## src/rtl/xor_stream_cipher.sv

```systemverilog
// XOR stream cipher: each accepted word is XORed with the low bits of a Galois LFSR keystream.
// Optional XOR_STREAM_BYPASS_EN adds a BYPASS input that passes words through unencrypted.
module xor_stream_cipher #(
  parameter int WIDTH  = 8,
  parameter int LFSR_W = 16,
  parameter logic [LFSR_W-1:0] TAPS = 16'hB400,
  parameter int CNT_W  = 16
) (
  input  logic              CLK,
  input  logic              RST,
  input  logic [LFSR_W-1:0] SEED,
  input  logic              SEED_VLD,
  input  logic [WIDTH-1:0]  IN_DATA,
  input  logic              IN_VLD,
  output logic              IN_RDY,
  output logic [WIDTH-1:0]  OUT_DATA,
  output logic              OUT_VLD,
  input  logic              OUT_RDY,
`ifdef XOR_STREAM_BYPASS_EN
  input  logic              BYPASS,
`endif
  output logic              KEYED,
  output logic [CNT_W-1:0]  BEAT_CNT
);

  typedef enum logic {IDLE, RUN} state_t;

  state_t            state, state_nx;
  logic [LFSR_W-1:0] lfsr, lfsr_nx, lfsr_adv;
  logic [WIDTH-1:0]  out_data_nx;
  logic              out_vld_nx;
  logic [CNT_W-1:0]  cnt_nx;
  logic              accept;
  logic              byp;

`ifdef XOR_STREAM_BYPASS_EN
  assign byp = BYPASS;
`else
  assign byp = 1'b0;
`endif

  assign KEYED  = (state == RUN);
  assign IN_RDY = KEYED && (!OUT_VLD || OUT_RDY);
  assign accept = IN_VLD && IN_RDY;

  always_comb begin
    lfsr_adv = lfsr >> 1;
    if (lfsr[0]) lfsr_adv = (lfsr >> 1) ^ TAPS;
  end

  always_comb begin
    state_nx    = state;
    lfsr_nx     = lfsr;
    out_data_nx = OUT_DATA;
    out_vld_nx  = OUT_VLD;
    cnt_nx      = BEAT_CNT;
    if (accept) begin
      out_data_nx = byp ? IN_DATA : (IN_DATA ^ lfsr[WIDTH-1:0]);
      out_vld_nx  = 1'b1;
      cnt_nx      = BEAT_CNT + {{(CNT_W-1){1'b0}}, 1'b1};
      if (!byp) lfsr_nx = lfsr_adv;
    end else if (OUT_RDY) begin
      out_vld_nx = 1'b0;
    end
    // Seed load wins over the advance; the word accepted this cycle already used the old keystream.
    if (SEED_VLD) begin
      state_nx = RUN;
      lfsr_nx  = (SEED == '0) ? '1 : SEED;
      cnt_nx   = '0;
    end
  end

  always_ff @(posedge CLK or posedge RST) begin
    if (RST) begin
      state    <= IDLE;
      lfsr     <= '1;
      OUT_DATA <= '0;
      OUT_VLD  <= 1'b0;
      BEAT_CNT <= '0;
    end else begin
      state    <= state_nx;
      lfsr     <= lfsr_nx;
      OUT_DATA <= out_data_nx;
      OUT_VLD  <= out_vld_nx;
      BEAT_CNT <= cnt_nx;
    end
  end

endmodule

```

## config.mk

```make
export PLATFORM = sky130hd
export DESIGN_NAME = xor_stream_cipher
export DESIGN_NICKNAME = d
export VERILOG_FILES = /design/src/rtl/xor_stream_cipher.sv
export SDC_FILE = /design/constraint.sdc
export NUM_CORES = 1
export LEC_CHECK = 0
export ABC_AREA = 1
export CELL_PAD_IN_SITES_DETAIL_PLACEMENT = 1
export CELL_PAD_IN_SITES_GLOBAL_PLACEMENT = 1
export CORE_ASPECT_RATIO = 1.2
export CORE_MARGIN = 4
export CORE_UTILIZATION = 25
export CTS_CLUSTER_SIZE = 12
export DETAILED_ROUTE_END_ITERATION = 8
export PLACE_DENSITY_LB_ADDON = 0.1
export SETUP_SLACK_MARGIN = 0.5
export SYNTH_ARGS = -nofsm -noshare
export SYNTH_HDL_FRONTEND = slang
export SYNTH_SLANG_ARGS = --single-unit
```

## constraint.sdc

```tcl
create_clock -name CLK -period 1.4 [get_ports CLK]
set_clock_uncertainty 0.1 [all_clocks]
set_input_delay 0.42 -clock CLK [delete_from_list [all_inputs] [get_ports CLK]]
set_output_delay 0.42 -clock CLK [all_outputs]
set_load 0.02 [all_outputs]
```

==> impl_metrics.yaml, run 1 <==
worst_setup_path:
  path_cells: "nand2_4 > nand2_1 > inv_2 > buf_6"
  start_kind: "register"
  slowest_stage: "dfrtp_2"
  max_stage_delay_ns: 0.42
  required_ns: 0.88
  crit_end: "IN_RDY"
  crit_arrival_ns: 1.00
  r2r-end: "BEAT_CNT[0]$_DFFE_PP0P_"
  end_kind: "output pin"
  r2r-start: "KEYED$_DFFE_PP0P_"
  cp-startpoint: "OUT_VLD$_DFFE_PP0P_"
  r2r.worst_path.cells: 7
  worstSetupPathType: "register to output pin"
  rrSetupSlack_ns: -0.08
  crit_fanout: 2
finish:
  layout_common_cells: "99 x nand2_1, 53 x buf_4, 42 x buf_6"
  fillCellCount: 1158
  utilization_pct: 46.9
  register_area_mm2: 0.00110
  synthToLayoutAreaGrowth_pct: 82.7
  layout.cells.non_filler: 608
  drive_above_1_share_pct: 50.7
  finalInstanceArea_mm2: 0.00449
  nets: 514
  antenna_cells: 0
  final_common_cell: "nand2_1"
  multi_input_area_mm2: 0.00136
synth:
  synth_ff_type: "dfrtp_1"
  synth_edf_count: 0
  synth_area_per_cell_um2: 7.04
  yosysSeqAreaShare_pct: 43.6
  synth_seq_cells: 42
  yosys_warnings: 0
  synthCells: 349
  synth_nets: 379
  yosys-top-cells-area: "dfrtp_1 26%, nand2_1 19%, dfstp_2 17%, inv_1 9.2%, nand3_1 4.9%"
  synth_top_area_cell: "dfrtp_1"
  synthesis.area_mm2: 0.00246
  ys_async_sr_fraction_pct: 100
  synth_cell_type_count: 24
  synth_top_area_share_pct: 26.5
cts:
  cts_buffer_depth: 2
  root_buffer: "clkbuf_16"
  cts_sinks: 42
  clk_pin_slew_worst_paths_ns: 0.06
  cts_inserted_buffers: 5
  cts_tree: "yes"
  clk-insertion-delay-late_ns: 0.29
  h-tree-depth: 2
  ctsHoldBuffers: 0
power:
  power.density_mw_per_mm2: 829
  ir_worst_vdd_mv: 0.495
  combinationalPowerShare_pct: 28.6
  p_int_mw: 2.60
  p_leak_nw: 2.26
  finalPower_mw: 3.72
  p_clk_share_pct: 31.6
  seqPwrFrac_pct: 39.9
  power.switching_mw: 1.12
  power.share.switching_pct: 30.0
timing:
  rsz0062_at_grt: "true"
  setup_viol: 38
  hold_viol_final: 0
  tightest_slew_ns: 0.305
  slew_headroom_pct: 79.6
  min_period_ns: 1.52
  setup_tns_ns: -1.31
  setup_ws_ns: -0.117
  finalCritPeriodShare_pct: 108
  slew_viol_final: 0
  fmax_mhz: 659
run_status:
  violations: "negative setup slack"
  outcome: "finished, violations left"
place:
  numPortBuffers: 55
  placed_area_mm2: 0.00357
  gp_congestion: 0.741
  dp_cells: 561
  hpwl_um: 5280
routing:
  wl_per_cell_um: 13.1
  met3_length_um: 224
  dr.first_iter.drc_count: 31
  drt_wl_total_um: 7960
  routed.top_layer: "met4"
  met1Wirelength_um: 3140
  drc: 0
  routed_via_density: 4.32
  postRouteAntennaNets: 0
  first_pass_iters: 4
  wl_met2_um: 4490
  num_vias: 2626
global_route:
  grt_antenna_before_repair: 0
  grt_usage_pct: 13.5
  grt_pass1_vias: 2636
  grt_max_degree: 27
  grt_overflow: 0
  grt_pass1_wl_um: 12400
floorplanning:
  die_h_um: 117
  io_pins: 56
  std_cell_rows: 39
  fp.dieW_um: 98.5
  initial_core_util_pct: 25.7
  die_area_mm2: 0.0115
  core-area_mm2: 0.00956
min_path:
  hold_path.class: "input port to async pin"
run:
  maxCapViolations: 0
==> how the worst min path moves through the flow <==
| stage | to | slack (ns) | depth (start not counted) |
|---|---|---|---|
| finish | OUT_DATA[5]$_DFFE_PP0P_ | 0.20 | 3 |
| global route | OUT_DATA[5]$_DFFE_PP0P_ | 0.21 | 3 |
| CTS | OUT_DATA[5]$_DFFE_PP0P_ | 0.41 | 2 |
| detailed placement | OUT_DATA[4]$_DFFE_PP0P_ | 0.38 | 2 |
| global placement | OUT_DATA[2]$_DFFE_PP0P_ | 0.38 | 2 |
| floorplan | BEAT_CNT[0]$_DFFE_PP0P_ | 0.31 | 1 |
==> layer usage <==
layer,up-vias,global-route usage [%]
met5,-,0
met4,0,3.83
met3,7,1.91
met2,38,26.8
met1,1235,14.7
li1,1346,-
==> logic make-up (layout without fill, tap and decap cells) <==
group | Yosys count | in the layout | share of synthesized area (%)
compound gates | 29 | 29 | 6.11
xor+xnor | 8 | 8 | 2.85
fa+ha+maj | 1 | 1 | 0.509
buf+inv | 73 | 207 | 12.0
flops | 42 | 42 | 43.6
simple gates | 196 | 198 | 35.0
==> metrics by stage <==
step | worst slack (ns) | hold slack [ns]
after CTS | -0.100 | 0.409
final | -0.117 | 0.201
after global placement | -0.942 | 0.378
after global routing | -0.175 | 0.210
after detailed placement | -0.948 | 0.384
after floorplan | 0.0486 | 0.306
==> power by group through the flow <==
| stage | logic (mW) | registers (mW) | clock network (mW) |
|---|---|---|---|
| 5_1_grt | 1.16 | 1.50 | 1.26 |
| 3_5_place_dp | 0.737 | 1.48 | 0 |
| 4_1_cts | 0.874 | 1.47 | 1.21 |
| 6_report | 1.06 | 1.48 | 1.18 |
| 2_1_floorplan | 0.314 | 1.54 | 0 |
| 3_3_place_gp | 0.727 | 1.48 | 0 |
==> what timing repair did <==
| action | CTS | global route |
|---|---|---|
| gates cloned | 6 | 3 |
| setup buffers | 12 | 18 |
| endpoints found under the hold margin | 0 | 0 |
| pin swaps | 12 | 18 |
| gates resized for setup | 225 | 80 |
| endpoints found under the setup margin | 69 | 75 |
==> critical path: cells and delay by family (launching register included) <==
kind / cells / cell delay (ns)
buffers and inverters: 2 / 0.16
DFF: 1 / 0.42
and+or+nand+nor: 2 / 0.14
==> sequential cells by signal, summed over array words and instances, names as in the netlist <==
signal and count:
lfsr 16, OUT_DATA 8, KEYED 1, BEAT_CNT 16, OUT_VLD 1
==> final cells by class <==
type / instances / area share (%)
clock buffer: 5 / 2.79
clock inverter: 3 / 0.446
inverter: 62 / 6.61
multi-input combinational: 236 / 30.2
sequential: 42 / 24.6
tap: 123 / 3.43
timing repair buffer: 135 / 31.3
timing repair inverter: 2 / 0.613
==> Yosys cell counts (2+ instances only) <==
cell	count
buf_2	4
inv_2	2
dfstp_2	16
o21bai_1	2
dfrtp_1	26
nand4_1	13
nand3_1	24
nand2_2	3
nand2_1	127
a21oi_1	7
inv_1	60
buf_6	2
nor2_4	3
o21ai_0	20
xnor2_1	8
nor2_1	19
nor3_1	3
clkbuf_1	4
Note: power is estimated with default switching activity, not from simulation.
==> run 2, diff against run 1 <==
--- a/config.mk
+++ b/config.mk
@@ -11,7 +11,6 @@
 export CORE_ASPECT_RATIO = 1.2
 export CORE_MARGIN = 4
 export CORE_UTILIZATION = 25
-export CTS_CLUSTER_SIZE = 12
 export DETAILED_ROUTE_END_ITERATION = 8
 export PLACE_DENSITY_LB_ADDON = 0.1
 export SETUP_SLACK_MARGIN = 0.5
==> constraint.sdc (replaced) <==
create_clock -name CLK -period 1.5 [get_ports CLK]
set_clock_uncertainty 0.1 [all_clocks]
set_input_delay 0.45 -clock CLK [delete_from_list [all_inputs] [get_ports CLK]]
set_output_delay 0.45 -clock CLK [all_outputs]
set_load 0.02 [all_outputs]
==> impl_metrics.yaml, run 2 (synthesis gave the netlist of run 1 again) <==
worst_setup_path:
  cp-startpoint: "OUT_VLD$_DFFE_PP0P_"
  r2r-start: "OUT_VLD$_DFFE_PP0P_"
  end_kind: "output pin"
  critPathTopFamily: "flip-flops"
  r2r.worst_path.cells: 9
  max_stage_delay_ns: 0.42
  crit_arrival_ns: 0.96
  crit_fanout: 2
  cp.buffers_inverters: 2
  path_cells: "nand2_4 > nand2_2 > inv_2 > buf_6"
  worstSetupPathType: "register to output pin"
  required_ns: 0.95
  rrSetupSlack_ns: 0.04
  cp.depth: 4
  slowest_stage: "dfrtp_2"
  crit_end: "IN_RDY"
  start_kind: "register"
  r2r-end: "lfsr[14]$_DFFE_PP1P_"
floorplanning:
  fp.dieW_um: 98.5
  core-area_mm2: 0.00956
  die_area_mm2: 0.0115
  initial_core_util_pct: 25.7
  io_pins: 56
  std_cell_rows: 39
  die_h_um: 117
timing:
  hold_viol_final: 0
  holdWs_ns: 0.415
  min_period_ns: 1.51
  slew_headroom_pct: 74.9
  slew_viol_final: 0
  tightest_slew_ns: 0.375
  setup_tns_ns: -0.0120
  finalCritPeriodShare_pct: 101
  fmax_mhz: 661
  setup_viol: 1
  rsz0062_at_grt: "true"
  setup_ws_ns: -0.0120
cts:
  cts_tree: "yes"
  h-tree-depth: 2
  clk-insertion-delay-late_ns: 0.29
  cts_sinks: 42
  clk_pin_slew_worst_paths_ns: 0.06
  cts_buffer_depth: 2
  ctsHoldBuffers: 0
  cts_inserted_buffers: 5
  root_buffer: "clkbuf_16"
power:
  power.switching_mw: 0.946
  power.density_mw_per_mm2: 861
  p_clk_share_pct: 39.0
  combinationalPowerShare_pct: 22.2
  ir_worst_vdd_mv: 0.422
  seqPwrFrac_pct: 38.9
  p_int_mw: 2.57
  p_leak_nw: 2.06
  power.share.switching_pct: 26.9
finish:
  finalInstanceArea_mm2: 0.00408
  layout_common_cells: "116 x nand2_1, 61 x buf_4, 40 x inv_1"
  layout.cells.non_filler: 596
  antenna_cells: 0
  final_common_cell: "nand2_1"
  nets: 502
  utilization_pct: 42.7
  reg_top3: "BEAT_CNT: 16 flops, lfsr: 16 flops, OUT_DATA: 8 flops"
  synthToLayoutAreaGrowth_pct: 66.1
  drive_above_1_share_pct: 41.2
routing:
  num_vias: 2503
  postRouteAntennaNets: 0
  first_pass_iters: 4
  drt_wl_total_um: 7430
  dr.first_iter.drc_count: 53
  drc: 0
  wl_per_cell_um: 12.5
  routed_via_density: 4.20
place:
  numPortBuffers: 55
  placed_area_mm2: 0.00351
  gp_congestion: 0.732
  hpwl_um: 5430
  dp_cells: 558
global_route:
  grt_overflow: 0
  grt_pass1_vias: 2619
  grt_pass1_wl_um: 12300
  grt_usage_pct: 13.6
  grt_antenna_before_repair: 0
  grt_max_degree: 32
min_path:
  hold_path.class: "register to register"
run:
  maxCapViolations: 0
run_status:
  outcome: "finished, violations left"
  violations: "negative setup slack"
## run 2: cell count changes in the layout (fill, tap and decap cells not counted), moves of 7 or more
cell	change
nand2_1	+17
o21ai_0	+10
dfrtp_1	+10
buf_6	-11
buf_4	+8
nand2_4	-7
nand2_2	-9
o21ai_2	-12
dfrtp_2	-10
## run 2: worst reg2reg max path, cell delays in order (launching register included)
cell and delay (ns):
dfrtp_2 0.42, nand2_4 0.06, buf_4 0.14, nand3_4 0.15, buf_12 0.19, clkinv_8 0.08, nand3_1 0.08, o21ai_1 0.08
inv_1 0.05, nand2_1 0.06
## run 2: what timing repair did
item                                    in CTS  in global routing
endpoints found under the setup margin      69                 69
gates cloned                                 3                  0
buffers inserted                            16                 11
pin swaps                                   15                  5
resized for setup                          210                 19
## run 2: worst min path at each step
stage                                  startpoint                        to  slack [ns]  cells after the start
final                     OUT_DATA[5]$_DFFE_PP0P_   OUT_DATA[5]$_DFFE_PP0P_        0.42                      2
after global routing      OUT_DATA[2]$_DFFE_PP0P_   OUT_DATA[2]$_DFFE_PP0P_        0.46                      2
after CTS                 OUT_DATA[5]$_DFFE_PP0P_   OUT_DATA[5]$_DFFE_PP0P_        0.41                      2
after detailed placement  OUT_DATA[0]$_DFFE_PP0P_   OUT_DATA[0]$_DFFE_PP0P_        0.38                      2
after global placement    OUT_DATA[0]$_DFFE_PP0P_   OUT_DATA[0]$_DFFE_PP0P_        0.37                      2
after floorplan                               RST  BEAT_CNT[13]$_DFFE_PP0P_        0.34                      1
## run 2: power groups by stage
| stage | clock, mW | combinational (mW) | sequential, mW |
|---|---|---|---|
| 2_1_floorplan | 0 | 0.289 | 1.42 |
| 3_5_place_dp | 0 | 0.674 | 1.38 |
| 6_report | 1.37 | 0.778 | 1.37 |
| 3_3_place_gp | 0 | 0.666 | 1.37 |
| 5_1_grt | 1.47 | 0.865 | 1.38 |
| 4_1_cts | 1.43 | 0.720 | 1.37 |
## run 2: per-stage QoR
stage / setup WS, ns / power, mW
after detailed placement: -0.793 / 2.05
after global placement: -0.784 / 2.04
after global routing: -0.0577 / 3.71
after CTS: -0.0376 / 3.52
final: -0.0120 / 3.51
after floorplan: 0.138 / 1.71
## run 2: routing by layer
metal	vias to the layer above	part of all wire, %	GRT usage, %	wire (µm)
li1	1321	-	-	-
met4	0	1.8	5.46	134
met3	7	3.2	2.15	240
met5	-	0	0	0
met1	1137	42	14.8	3090
met2	38	53	26.4	3960
## run 2: area by class of cell
type | count | area [µm²]
Fill cell | 1207 | 5480
Multi-Input combinational cell | 236 | 1240
Timing Repair Buffer | 124 | 1120
Sequential cell | 42 | 1090
Inverter | 62 | 279
Tap cell | 123 | 154
Clock buffer | 6 | 150
Clock inverter | 2 | 38.8
Timing Repair inverter | 1 | 6.26
==> run 3, diff against run 2 <==
--- a/config.mk
+++ b/config.mk
@@ -10,7 +10,7 @@
 export CELL_PAD_IN_SITES_GLOBAL_PLACEMENT = 1
 export CORE_ASPECT_RATIO = 1.2
 export CORE_MARGIN = 4
-export CORE_UTILIZATION = 25
+export CORE_UTILIZATION = 35
 export DETAILED_ROUTE_END_ITERATION = 8
 export PLACE_DENSITY_LB_ADDON = 0.1
 export SETUP_SLACK_MARGIN = 0.5
==> impl_metrics.yaml, run 3 (synthesis gave the netlist of run 1 again) <==
worst_setup_path:
  required_ns: 0.95
  max_stage_delay_ns: 0.43
  end_kind: "output pin"
  crit_arrival_ns: 0.99
  start_kind: "register"
  slowest_stage: "dfrtp_2"
  worstSetupPathType: "register to output pin"
  path_cells: "nand2_4 > nand2_2 > inv_2 > buf_6"
  crit_fanout: 2
global_route:
  grt_pass1_wl_um: 12200
  grt_antenna_before_repair: 0
  grt_pass1_vias: 2771
  grt_overflow: 0
  grt_usage_pct: 17.7
  grt_max_degree: 27
cts:
  clk-insertion-delay-late_ns: 0.30
  cts_sinks: 42
  h-tree-depth: 2
  cts_tree: "yes"
  cts_inserted_buffers: 5
  cts_buffer_depth: 2
  root_buffer: "clkbuf_8"
  clk_pin_slew_worst_paths_ns: 0.08
run_status:
  outcome: "finished, violations left"
  violations: "negative setup slack"
place:
  dp_cells: 521
  dp_slack_ns: -0.809
  placed_area_mm2: 0.00347
  numPortBuffers: 55
  hpwl_um: 5280
  gp_congestion: 0.733
finish:
  utilization_pct: 57.7
  layout.cells.non_filler: 549
  nets: 491
  antenna_cells: 0
  synthToLayoutAreaGrowth_pct: 60.0
  drive_above_1_share_pct: 41.1
  reg_top3: "BEAT_CNT: 16 flops, lfsr: 16 flops, OUT_DATA: 8 flops"
  finalInstanceArea_mm2: 0.00393
  layout_common_cells: "111 x nand2_1, 47 x buf_4, 40 x inv_1"
  fillCellCount: 871
  final_common_cell: "nand2_1"
routing:
  wl_per_cell_um: 13.5
  dr.first_iter.drc_count: 76
  routed_via_density: 4.71
  postRouteAntennaNets: 0
  first_pass_iters: 6
  num_vias: 2588
  drc: 0
  drt_wl_total_um: 7410
power:
  p_leak_nw: 2.00
  power.density_mw_per_mm2: 743
  ir_worst_vdd_mv: 0.363
  finalPower_mw: 2.92
floorplanning:
  die_area_mm2: 0.00843
  core-area_mm2: 0.00681
  io_pins: 56
  std_cell_rows: 33
  fp.dieW_um: 84.5
  initial_core_util_pct: 36.1
  die_h_um: 99.8
timing:
  rsz0062_at_grt: "true"
  slew_headroom_pct: 77.3
  setup_tns_ns: -0.0721
  holdWs_ns: 0.425
  min_period_ns: 1.54
  setup_ws_ns: -0.0378
  setup_viol: 3
  fmax_mhz: 650
  finalCritPeriodShare_pct: 103
  slew_viol_final: 0
  hold_viol_final: 0
  tightest_slew_ns: 0.339
run:
  maxCapViolations: 0
min_path:
  hold_path.class: "register to register"
## run 3: cell types whose count changed in the layout (fill, tap and decap cells not counted), moves of 3 or more
cell / change
dlygate4sd2_1: -3
clkbuf_16: -6
dlymetal6s2s_1: +3
clkbuf_8: +5
nand2_1: -5
nand2_2: +5
buf_4: -14
## run 3: path summary, 6_finish.rpt
check / slack, ns / from / cells after the start / end
max in group asynchronous: 0.62 / RST / 3 / lfsr[4]$_DFFE_PP1P_
setup reg to reg: 0 / OUT_VLD$_DFFE_PP0P_ / 8 / lfsr[12]$_DFFE_PP1P_
hold reg to reg: 0.42 / OUT_DATA[0]$_DFFE_PP0P_ / 2 / OUT_DATA[0]$_DFFE_PP0P_
setup / recovery: -0.04 / OUT_VLD$_DFFE_PP0P_ / 4 / IN_RDY
hold / removal: 0.42 / OUT_DATA[0]$_DFFE_PP0P_ / 2 / OUT_DATA[0]$_DFFE_PP0P_
min in group asynchronous: 0.43 / RST / 3 / OUT_VLD$_DFFE_PP0P_
## run 3: layer usage
| metal | GRT usage (%) | share of wire [%] |
|---|---|---|
| met1 | 18.4 | 37 |
| met2 | 36.5 | 58 |
| met3 | 1.97 | 3.4 |
| met4 | 5.24 | 1.1 |
| met5 | 0 | 0 |
## run 3: what timing repair did
item / 4_1_cts / 5_1_grt
hold buffers: 0 / 0
gates cloned: 4 / 0
pin swaps: 15 / 14
resized for setup: 212 / 28
endpoints found under the setup margin: 69 / 69
buffers inserted: 9 / 7
hold endpoints to repair: 0 / 0
## run 3: critical path: cells and delay by family, from the launching register on
| family | cells | cell delay (ns) |
|---|---|---|
| simple gates | 2 | 0.10 |
| flops | 1 | 0.43 |
| buf+inv | 2 | 0.16 |
## run 3: layout make-up
cell class | instances | area (µm²) | share of cell area [%]
timing repair buffer | 114 | 1110 | 28.2
clock buffer | 5 | 68.8 | 1.75
tap | 87 | 109 | 2.77
clock inverter | 3 | 21.3 | 0.541
inverter | 62 | 274 | 6.97
sequential | 42 | 1090 | 27.7
multi-input combinational | 236 | 1260 | 32.0
## run 3: power by group
part | total, mW | switching (mW) | internal, mW
clock | 0.770 | 0.442 | 0.328
combinational | 0.786 | 0.388 | 0.398
sequential | 1.36 | 0.0882 | 1.28
